**src/rtl/sha256_datapath_pkg.sv**
```systemverilog
// Shared SHA-256 constants, types and bit-mixing functions for the datapath slice.
package sha256_datapath_pkg;

  localparam int unsigned WORD_W    = 32;
  localparam int unsigned BYTE_W    = 8;
  localparam int unsigned MSG_BYTES = 32;
  localparam int unsigned MSG_W     = MSG_BYTES * BYTE_W;
  localparam int unsigned MSG_WORDS = MSG_W / WORD_W;
  localparam int unsigned WIN_WORDS = 16;
  localparam int unsigned WP_W      = 5;
  localparam int unsigned T_W       = 6;
  localparam int unsigned CNT_W     = 6;

  typedef logic [WORD_W-1:0] word_t;

  typedef struct packed {
    word_t a;
    word_t b;
    word_t c;
    word_t d;
    word_t e;
    word_t f;
    word_t g;
    word_t h;
  } work_vars_t;

  localparam word_t SHA256_IV [8] = '{
    32'h6a09e667, 32'hbb67ae85, 32'h3c6ef372, 32'ha54ff53a,
    32'h510e527f, 32'h9b05688c, 32'h1f83d9ab, 32'h5be0cd19
  };

  // Single-block padding for a 256-bit message: leading 1 bit and bit length.
  localparam word_t PAD_ONE_WORD = 32'h8000_0000;
  localparam word_t PAD_LEN_WORD = 32'h0000_0100;

  function automatic word_t rotr(word_t x, int unsigned n);
    return (x >> n) | (x << (WORD_W - n));
  endfunction

  function automatic word_t small_sigma0(word_t x);
    return rotr(x, 7) ^ rotr(x, 18) ^ (x >> 3);
  endfunction

  function automatic word_t small_sigma1(word_t x);
    return rotr(x, 17) ^ rotr(x, 19) ^ (x >> 10);
  endfunction

  function automatic word_t big_sigma0(word_t x);
    return rotr(x, 2) ^ rotr(x, 13) ^ rotr(x, 22);
  endfunction

  function automatic word_t big_sigma1(word_t x);
    return rotr(x, 6) ^ rotr(x, 11) ^ rotr(x, 25);
  endfunction

  function automatic word_t ch(word_t x, word_t y, word_t z);
    return (x & y) ^ (~x & z);
  endfunction

  function automatic word_t maj(word_t x, word_t y, word_t z);
    return (x & y) ^ (x & z) ^ (y & z);
  endfunction

endpackage

```
**src/rtl/sha256_datapath_if.sv**
```systemverilog
// Wrapper <-> datapath bus: message bytes, schedule control and round handshake.
interface sha256_datapath_if;
  import sha256_datapath_pkg::*;

  logic                 in_valid;
  logic                 in_ready;
  logic [BYTE_W-1:0]    in_data;
  logic                 in_last;
  logic [CNT_W-1:0]     byte_cnt;
  logic                 msg_valid;
  logic                 msg_ready;
  logic [MSG_W-1:0]     msg_block;
  logic                 ms_init;
  logic                 ms_shift;
  logic [T_W-1:0]       t;
  word_t                W_t;
  logic                 W_valid;
  word_t                a_i, b_i, c_i, d_i, e_i, f_i, g_i, h_i;
  word_t                K_t;
  logic                 rnd_in_valid;
  logic                 rnd_in_ready;
  word_t                a_o, b_o, c_o, d_o, e_o, f_o, g_o, h_o;
  logic                 rnd_out_valid;
  logic                 rnd_out_ready;

  modport master (
    output in_valid, in_data, in_last, byte_cnt, msg_ready, ms_init, ms_shift, t,
           a_i, b_i, c_i, d_i, e_i, f_i, g_i, h_i, K_t, rnd_in_valid, rnd_out_ready,
    input  in_ready, msg_valid, msg_block, W_t, W_valid, rnd_in_ready,
           a_o, b_o, c_o, d_o, e_o, f_o, g_o, h_o, rnd_out_valid
  );

  modport slave (
    input  in_valid, in_data, in_last, byte_cnt, msg_ready, ms_init, ms_shift, t,
           a_i, b_i, c_i, d_i, e_i, f_i, g_i, h_i, K_t, rnd_in_valid, rnd_out_ready,
    output in_ready, msg_valid, msg_block, W_t, W_valid, rnd_in_ready,
           a_o, b_o, c_o, d_o, e_o, f_o, g_o, h_o, rnd_out_valid
  );

endinterface

```
**src/rtl/sha256_round.sv**
```systemverilog
// One registered SHA-256 compression round; a request arriving while a result is pending is dropped.
module sha256_round
  import sha256_datapath_pkg::*;
(
  input  logic       clk,
  input  logic       rst_n,
  input  work_vars_t vars_i,
  input  word_t      k_i,
  input  word_t      w_i,
  input  logic       in_valid_i,
  output logic       in_ready_o,
  output work_vars_t vars_o,
  output logic       out_valid_o,
  input  logic       out_ready_i
);

  work_vars_t vars_q, vars_d;
  logic       valid_q, valid_d;
  word_t      t1, t2;

  always_comb begin
    vars_d  = vars_q;
    valid_d = valid_q;
    t1 = vars_i.h + big_sigma1(vars_i.e) + ch(vars_i.e, vars_i.f, vars_i.g) + k_i + w_i;
    t2 = big_sigma0(vars_i.a) + maj(vars_i.a, vars_i.b, vars_i.c);
    if (valid_q && out_ready_i) valid_d = 1'b0;
    if (in_valid_i && !valid_q) begin
      vars_d.a = t1 + t2;
      vars_d.b = vars_i.a;
      vars_d.c = vars_i.b;
      vars_d.d = vars_i.c;
      vars_d.e = vars_i.d + t1;
      vars_d.f = vars_i.e;
      vars_d.g = vars_i.f;
      vars_d.h = vars_i.g;
      valid_d  = 1'b1;
    end
  end

  always_ff @(posedge clk or negedge rst_n) begin
    if (!rst_n) begin
      vars_q  <= '0;
      valid_q <= 1'b0;
    end else begin
      vars_q  <= vars_d;
      valid_q <= valid_d;
    end
  end

  assign in_ready_o  = !valid_q;
  assign vars_o      = vars_q;
  assign out_valid_o = valid_q;

endmodule

```
**src/rtl/sha256_datapath.sv**
```systemverilog
// SHA-256 datapath: 32-byte message buffer, padded 16-word schedule window and round unit.
module sha256_datapath
  import sha256_datapath_pkg::*;
(
  input logic              clk,
  input logic              rst_n,
  sha256_datapath_if.slave bus
);

  logic [MSG_W-1:0] msg_block_q, msg_block_d;
  logic [WP_W-1:0]  wp_q, wp_d;
  logic             msg_valid_q, msg_valid_d;
  word_t            win_q [WIN_WORDS];
  word_t            win_d [WIN_WORDS];
  logic             w_valid_q, w_valid_d;
  work_vars_t       rnd_vars_in, rnd_vars_out;
  logic             unused_byte_cnt;

  // Byte buffer: a full buffer refuses bytes until the wrapper releases it.
  always_comb begin
    msg_block_d = msg_block_q;
    wp_d        = wp_q;
    msg_valid_d = msg_valid_q;
    if (msg_valid_q) begin
      if (bus.msg_ready) begin
        msg_valid_d = 1'b0;
        wp_d        = '0;
      end
    end else if (bus.in_valid) begin
      for (int unsigned i = 0; i < MSG_BYTES; i++) begin
        if (wp_q == WP_W'(i)) msg_block_d[MSG_W-BYTE_W*(i+1) +: BYTE_W] = bus.in_data;
      end
      wp_d = wp_q + WP_W'(1);
      if (wp_q == WP_W'(MSG_BYTES - 1) || bus.in_last) msg_valid_d = 1'b1;
    end
  end

  // Schedule window; a load takes priority over a shift.
  always_comb begin
    win_d     = win_q;
    w_valid_d = w_valid_q;
    if (bus.ms_init) begin
      for (int unsigned i = 0; i < MSG_WORDS; i++) begin
        win_d[i] = msg_block_q[MSG_W-WORD_W*(i+1) +: WORD_W];
      end
      win_d[MSG_WORDS] = PAD_ONE_WORD;
      for (int unsigned i = MSG_WORDS + 1; i < WIN_WORDS - 1; i++) win_d[i] = '0;
      win_d[WIN_WORDS-1] = PAD_LEN_WORD;
      w_valid_d = 1'b1;
    end else if (bus.ms_shift) begin
      for (int unsigned i = 0; i < WIN_WORDS - 1; i++) win_d[i] = win_q[i+1];
      win_d[WIN_WORDS-1] = small_sigma1(win_q[14]) + win_q[9] + small_sigma0(win_q[1]) + win_q[0];
    end
  end

  always_ff @(posedge clk or negedge rst_n) begin
    if (!rst_n) begin
      msg_block_q <= '0;
      wp_q        <= '0;
      msg_valid_q <= 1'b0;
      w_valid_q   <= 1'b0;
      for (int unsigned i = 0; i < WIN_WORDS; i++) win_q[i] <= '0;
    end else begin
      msg_block_q <= msg_block_d;
      wp_q        <= wp_d;
      msg_valid_q <= msg_valid_d;
      w_valid_q   <= w_valid_d;
      win_q       <= win_d;
    end
  end

  assign bus.in_ready  = !msg_valid_q;
  assign bus.msg_valid = msg_valid_q;
  assign bus.msg_block = msg_block_q;
  assign bus.W_valid   = w_valid_q;
  assign bus.W_t       = (bus.t < T_W'(WIN_WORDS)) ? win_q[bus.t[3:0]] : win_q[WIN_WORDS-1];

  // The wrapper's byte count duplicates the internal write pointer.
  assign unused_byte_cnt = ^bus.byte_cnt;

  assign rnd_vars_in.a = bus.a_i;
  assign rnd_vars_in.b = bus.b_i;
  assign rnd_vars_in.c = bus.c_i;
  assign rnd_vars_in.d = bus.d_i;
  assign rnd_vars_in.e = bus.e_i;
  assign rnd_vars_in.f = bus.f_i;
  assign rnd_vars_in.g = bus.g_i;
  assign rnd_vars_in.h = bus.h_i;

  sha256_round u_round (
    .clk         (clk),
    .rst_n       (rst_n),
    .vars_i      (rnd_vars_in),
    .k_i         (bus.K_t),
    .w_i         (bus.W_t),
    .in_valid_i  (bus.rnd_in_valid),
    .in_ready_o  (bus.rnd_in_ready),
    .vars_o      (rnd_vars_out),
    .out_valid_o (bus.rnd_out_valid),
    .out_ready_i (bus.rnd_out_ready)
  );

  assign bus.a_o = rnd_vars_out.a;
  assign bus.b_o = rnd_vars_out.b;
  assign bus.c_o = rnd_vars_out.c;
  assign bus.d_o = rnd_vars_out.d;
  assign bus.e_o = rnd_vars_out.e;
  assign bus.f_o = rnd_vars_out.f;
  assign bus.g_o = rnd_vars_out.g;
  assign bus.h_o = rnd_vars_out.h;

endmodule

```
**src/flat_wrapper.sv**
```systemverilog
// flat-port wrapper written by rule: the top's interface ports become plain ports
module sha256_datapath_flat import sha256_datapath_pkg::*;
  (clk, rst_n, bus_in_valid, bus_in_data, bus_in_last, bus_byte_cnt, bus_msg_ready, bus_ms_init, bus_ms_shift, bus_t, bus_a_i, bus_b_i, bus_c_i, bus_d_i, bus_e_i, bus_f_i, bus_g_i, bus_h_i, bus_K_t, bus_rnd_in_valid, bus_rnd_out_ready, bus_in_ready, bus_msg_valid, bus_msg_block, bus_W_t, bus_W_valid, bus_rnd_in_ready, bus_a_o, bus_b_o, bus_c_o, bus_d_o, bus_e_o, bus_f_o, bus_g_o, bus_h_o, bus_rnd_out_valid);
  sha256_datapath_if bus_i ();
  input logic clk;
  input logic rst_n;
  input wire logic [$bits(bus_i.in_valid)-1:0] bus_in_valid;
  input wire logic [$bits(bus_i.in_data)-1:0] bus_in_data;
  input wire logic [$bits(bus_i.in_last)-1:0] bus_in_last;
  input wire logic [$bits(bus_i.byte_cnt)-1:0] bus_byte_cnt;
  input wire logic [$bits(bus_i.msg_ready)-1:0] bus_msg_ready;
  input wire logic [$bits(bus_i.ms_init)-1:0] bus_ms_init;
  input wire logic [$bits(bus_i.ms_shift)-1:0] bus_ms_shift;
  input wire logic [$bits(bus_i.t)-1:0] bus_t;
  input wire logic [$bits(bus_i.a_i)-1:0] bus_a_i;
  input wire logic [$bits(bus_i.b_i)-1:0] bus_b_i;
  input wire logic [$bits(bus_i.c_i)-1:0] bus_c_i;
  input wire logic [$bits(bus_i.d_i)-1:0] bus_d_i;
  input wire logic [$bits(bus_i.e_i)-1:0] bus_e_i;
  input wire logic [$bits(bus_i.f_i)-1:0] bus_f_i;
  input wire logic [$bits(bus_i.g_i)-1:0] bus_g_i;
  input wire logic [$bits(bus_i.h_i)-1:0] bus_h_i;
  input wire logic [$bits(bus_i.K_t)-1:0] bus_K_t;
  input wire logic [$bits(bus_i.rnd_in_valid)-1:0] bus_rnd_in_valid;
  input wire logic [$bits(bus_i.rnd_out_ready)-1:0] bus_rnd_out_ready;
  output wire logic [$bits(bus_i.in_ready)-1:0] bus_in_ready;
  output wire logic [$bits(bus_i.msg_valid)-1:0] bus_msg_valid;
  output wire logic [$bits(bus_i.msg_block)-1:0] bus_msg_block;
  output wire logic [$bits(bus_i.W_t)-1:0] bus_W_t;
  output wire logic [$bits(bus_i.W_valid)-1:0] bus_W_valid;
  output wire logic [$bits(bus_i.rnd_in_ready)-1:0] bus_rnd_in_ready;
  output wire logic [$bits(bus_i.a_o)-1:0] bus_a_o;
  output wire logic [$bits(bus_i.b_o)-1:0] bus_b_o;
  output wire logic [$bits(bus_i.c_o)-1:0] bus_c_o;
  output wire logic [$bits(bus_i.d_o)-1:0] bus_d_o;
  output wire logic [$bits(bus_i.e_o)-1:0] bus_e_o;
  output wire logic [$bits(bus_i.f_o)-1:0] bus_f_o;
  output wire logic [$bits(bus_i.g_o)-1:0] bus_g_o;
  output wire logic [$bits(bus_i.h_o)-1:0] bus_h_o;
  output wire logic [$bits(bus_i.rnd_out_valid)-1:0] bus_rnd_out_valid;
  assign bus_i.in_valid = bus_in_valid;
  assign bus_i.in_data = bus_in_data;
  assign bus_i.in_last = bus_in_last;
  assign bus_i.byte_cnt = bus_byte_cnt;
  assign bus_i.msg_ready = bus_msg_ready;
  assign bus_i.ms_init = bus_ms_init;
  assign bus_i.ms_shift = bus_ms_shift;
  assign bus_i.t = bus_t;
  assign bus_i.a_i = bus_a_i;
  assign bus_i.b_i = bus_b_i;
  assign bus_i.c_i = bus_c_i;
  assign bus_i.d_i = bus_d_i;
  assign bus_i.e_i = bus_e_i;
  assign bus_i.f_i = bus_f_i;
  assign bus_i.g_i = bus_g_i;
  assign bus_i.h_i = bus_h_i;
  assign bus_i.K_t = bus_K_t;
  assign bus_i.rnd_in_valid = bus_rnd_in_valid;
  assign bus_i.rnd_out_ready = bus_rnd_out_ready;
  assign bus_in_ready = bus_i.in_ready;
  assign bus_msg_valid = bus_i.msg_valid;
  assign bus_msg_block = bus_i.msg_block;
  assign bus_W_t = bus_i.W_t;
  assign bus_W_valid = bus_i.W_valid;
  assign bus_rnd_in_ready = bus_i.rnd_in_ready;
  assign bus_a_o = bus_i.a_o;
  assign bus_b_o = bus_i.b_o;
  assign bus_c_o = bus_i.c_o;
  assign bus_d_o = bus_i.d_o;
  assign bus_e_o = bus_i.e_o;
  assign bus_f_o = bus_i.f_o;
  assign bus_g_o = bus_i.g_o;
  assign bus_h_o = bus_i.h_o;
  assign bus_rnd_out_valid = bus_i.rnd_out_valid;
  sha256_datapath u_core (.clk(clk), .rst_n(rst_n), .bus(bus_i));
endmodule
```
**config.mk**
```make
export PLATFORM = sky130hd
export DESIGN_NAME = sha256_datapath_flat
export DESIGN_NICKNAME = d
export VERILOG_FILES = /design/src/rtl/sha256_datapath_pkg.sv /design/src/rtl/sha256_datapath_if.sv /design/src/rtl/sha256_round.sv /design/src/rtl/sha256_datapath.sv /design/src/flat_wrapper.sv
export SDC_FILE = /design/constraint.sdc
export NUM_CORES = 2
export LEC_CHECK = 0
export ABC_AREA = 1
export CORE_MARGIN = 2
export CORE_UTILIZATION = 30
export CTS_CLUSTER_SIZE = 24
export DETAILED_ROUTE_END_ITERATION = 8
export SLEW_MARGIN = 20
export SYNTH_ARGS = -nofsm -noshare
export SYNTH_HDL_FRONTEND = slang
export SYNTH_HIERARCHICAL = 1
export SYNTH_SLANG_ARGS = --single-unit
export TNS_END_PERCENT = 5
```
**constraint.sdc**
```tcl
create_clock -name clk -period 7.25 [get_ports clk]
set_input_delay 1.45 -clock clk [delete_from_list [all_inputs] [get_ports clk]]
set_output_delay 1.45 -clock clk [all_outputs]
set_load 0.03 [all_outputs]
```
==> results.sh <==
export IMPL_grt_max_degree=208
export IMPL_layout_common_cells="1659 x nand2_1, 1195 x inv_1, 1032 x dfrtp_1"
export IMPL_syn_area_um2=61200
export IMPL_setup_slack_ns=0.134
export IMPL_crit_fanout=4
export IMPL_seq_area_um2=25800
export IMPL_cts_root_buffer_cell="clkbuf_16"
export IMPL_fin_tns_setup_ns=0
export IMPL_insertion_delay_ns=0.85
export IMPL_skew_ns=0.120
export IMPL_final_common_cell="nand2_1"
export IMPL_initial_core_util_pct=30.2
export IMPL_fin_crit_sh_pct=98.2
export IMPL_cts_sinks=1032
export IMPL_max_slew_margin_pct=28.7
export IMPL_reg2reg_from="u_core/win_q[451]"
export IMPL_final_cell_area_um2=82700
export IMPL_drv_cap=0
export IMPL_holdPathStages=2
export IMPL_grt_usage_pct=27.2
export IMPL_drtIter0Drc=6448
export IMPL_tightest_slew_ns=1.07
export IMPL_worstHoldStart="u_core/win_q[126]"
export IMPL_synthDistinctLibCells=56
export IMPL_remaining_drc_errors=0
export IMPL_timing_rr_end="u_core/u_round/vars_o[243]"
export IMPL_synth_seq_area_share_pct=42.2
export IMPL_grt_pass1_vias=56490
export IMPL_grt_first_pass_wirelength_mm=410
export IMPL_synth_edf_count=0
export IMPL_cts_made_buffers=120
export IMPL_clk_pin_slew_ns=0.07
export IMPL_drt_total_wl_mm=292
export IMPL_max_freq_ghz=0.141
export IMPL_instances_no_fill=11691
export IMPL_antenna_found_initial=40
export IMPL_die_w_um=456
export IMPL_postSynthAreaPerCell_um2=7.99
export IMPL_dr_pass1_iters=7
export IMPL_cts_tree="done"
export IMPL_overflow=0
export IMPL_multi_input_area_um2=29700
export IMPL_ys_dominant_reg_cell="dfrtp_1"
export IMPL_fill_cells=20431
export IMPL_place_inst=11433
export IMPL_synth_top_cell_area_share_pct=42.2
export IMPL_crit_slowest_cell="fa_1"
export IMPL_synth_top_area_cell="dfrtp_1"
export IMPL_critPathBufInv=10
export IMPL_synth_seq_cells=1032
export IMPL_ys_warn_count=6
export IMPL_yosys_top_cells_area="dfrtp_1 42%, nand2_1 10%, o21ai_0 8.5%"
export IMPL_postSynthNetCount=8288
export IMPL_place_congestion=0.967
export IMPL_holdBufCountCts=0
export IMPL_drive_gt1_share_pct=13.1
export IMPL_die_h_um=456
export IMPL_r2r_setup_slack_ns=0.64
export IMPL_rows=165
export IMPL_port_buffers=859
export IMPL_area_delta_synth_final_pct=35.1
export IMPL_place_ws_ns=-1.18
export IMPL_ant_nets=0
export IMPL_dpl_cell_area_um2=77000
export IMPL_worst_hold_path_endpoint="u_core/win_q[158]"
export IMPL_dp_hpwl_mm=233
export IMPL_fp_dieArea_um2=208000
export IMPL_setup_viol=0
export IMPL_cpPeakStageDelay_ns=0.53
export IMPL_min_period_ns=7.12
export IMPL_rsz0062_at_grt="true"
export IMPL_worstPathRequired_ns=7.85
export IMPL_criticalPathCategory="primary input to flop"
export IMPL_synthArstFlopShare_pct=100
export IMPL_crit_path_end_kind="flop"
export IMPL_vias=59226
export IMPL_arrival_ns=7.72
export IMPL_hold_path_class="flop to flop"
export IMPL_nets=9530
export IMPL_reg2regPathDepth=32
export IMPL_htreeDepth=3
export IMPL_start_kind="primary input"
export IMPL_synth_cells=7654
export IMPL_coreArea_um2=203000
export IMPL_status="finished clean"
export IMPL_max_clock_path_buffers=3
export IMPL_hold_viol=0
export IMPL_wl_per_cell_um=24.9
export IMPL_report_final_slew_viol_count=0
export IMPL_critical_path_top_delay_family="adder cells"
export IMPL_viasPerCell=5.07
export IMPL_cp_common_cell="inv_1"
export IMPL_io_pins=866
export IMPL_path_depth=29
==> how the worst max path moves through the flow <==
| stage | from | to | slack (ns) |
|---|---|---|---|
| floorplan | bus_t[0] | u_core/u_round/vars_o[246] | 0.05 |
| global placement | bus_e_i[26] | u_core/u_round/vars_o[251] | -1.22 |
| detailed placement | bus_e_i[26] | u_core/u_round/vars_o[251] | -1.18 |
| CTS | bus_e_i[12] | u_core/u_round/vars_o[251] | -0.05 |
| global route | bus_e_i[19] | u_core/u_round/vars_o[251] | -0.16 |
| finish | bus_e_i[9] | u_core/u_round/vars_o[243] | 0.13 |
==> routing by layer <==
layer  vias to the layer above  GRT usage (%)  wire length (um)
li1                      27218              -                 -
met3                       455           3.89             18700
met1                     28954           33.8            116000
met4                        16           14.3             17400
met2                      2583           45.6            140000
met5                         -              0                86
==> per-stage QoR <==
step / hold slack [ns] / utilization (%)
after detailed placement: 0.458 / 38.0
after floorplan: 0.449 / -
after global placement: 0.453 / 38.0
after global routing: 0.482 / 40.8
after CTS: 0.469 / 40.3
final: 0.469 / 40.8
==> logic make-up (layout without fill, tap and decap cells) <==
family	count (synthesis)	count (layout)	share of synthesized area, %
flops	1032	1032	42.2
compound gates	2092	2092	19.1
buf+inv	1681	3030	11.0
fa+ha+maj	317	317	8.78
xor+xnor	309	309	4.42
other cells	0	16	0
simple gates	2223	2223	14.5
==> what timing repair did <==
item / 4_1_cts / 5_1_grt
gates resized for setup: 61 / 190
setup buffers: 3 / 10
pin swaps: 18 / 52
endpoints found under the setup margin: 20 / 35
gates cloned: 0 / 1
==> cell type report <==
type / count / share of cell area (%)
Sequential cell: 1032 / 31.2
Multi-Input combinational cell: 4941 / 35.9
Inverter: 1225 / 5.59
Antenna cell: 16 / 0.0484
Tap cell: 2672 / 4.04
Clock buffer: 165 / 4.20
Timing Repair Buffer: 1576 / 17.8
Clock inverter: 64 / 1.13
==> registers in the layout, indices dropped and copies added (netlist names) <==
name                        flops
u_core/win_q                  512
u_core/u_round/out_valid_o      1
u_core/u_round/vars_o         256
u_core/bus.msg_valid            1
u_core/bus.W_valid              1
u_core/bus.msg_block          256
u_core/wp_q                     5
==> worst register-to-register path, delay by kind of cell (launching register included) <==
family                   cells  cell delay (ns)
buffers and inverters        8             0.93
flip-flops                   1             0.49
AO/OA/AOI/OAI               12             1.62
AND/OR/NAND/NOR              5             0.64
XOR/XNOR                     2             0.45
adder cells (fa/ha/maj)      5             2.22
==> cell usage after synthesis, types with 3 or more instances <==
library cell,count
o21bai_1,13
clkbuf_2,4
nand4_1,26
o221ai_1,3
a21oi_2,7
a31oi_1,15
nand3b_1,11
a21oi_1,298
o21a_1,10
clkbuf_1,242
nand3_1,160
nor3_1,23
a21o_1,8
o211ai_1,287
nand2_2,5
o21ai_1,155
o21ai_2,10
and2_1,4
nor3_2,4
o21ai_0,1035
nand2_1,1680
dfrtp_1,1032
inv_1,1212
o22ai_1,237
and3_1,3
xnor2_1,158
buf_1,26
fa_1,187
buf_6,17
nor2_4,3
or2_1,4
inv_2,12
nor3_4,3
a211oi_1,3
nor2_1,283
buf_2,137
buf_4,30
ha_1,130
or2_2,6
xor2_1,151
Power is left out: the tool's default activity adds up to more than one toggle a clock period on the data nets, which glitch-free logic cannot reach.
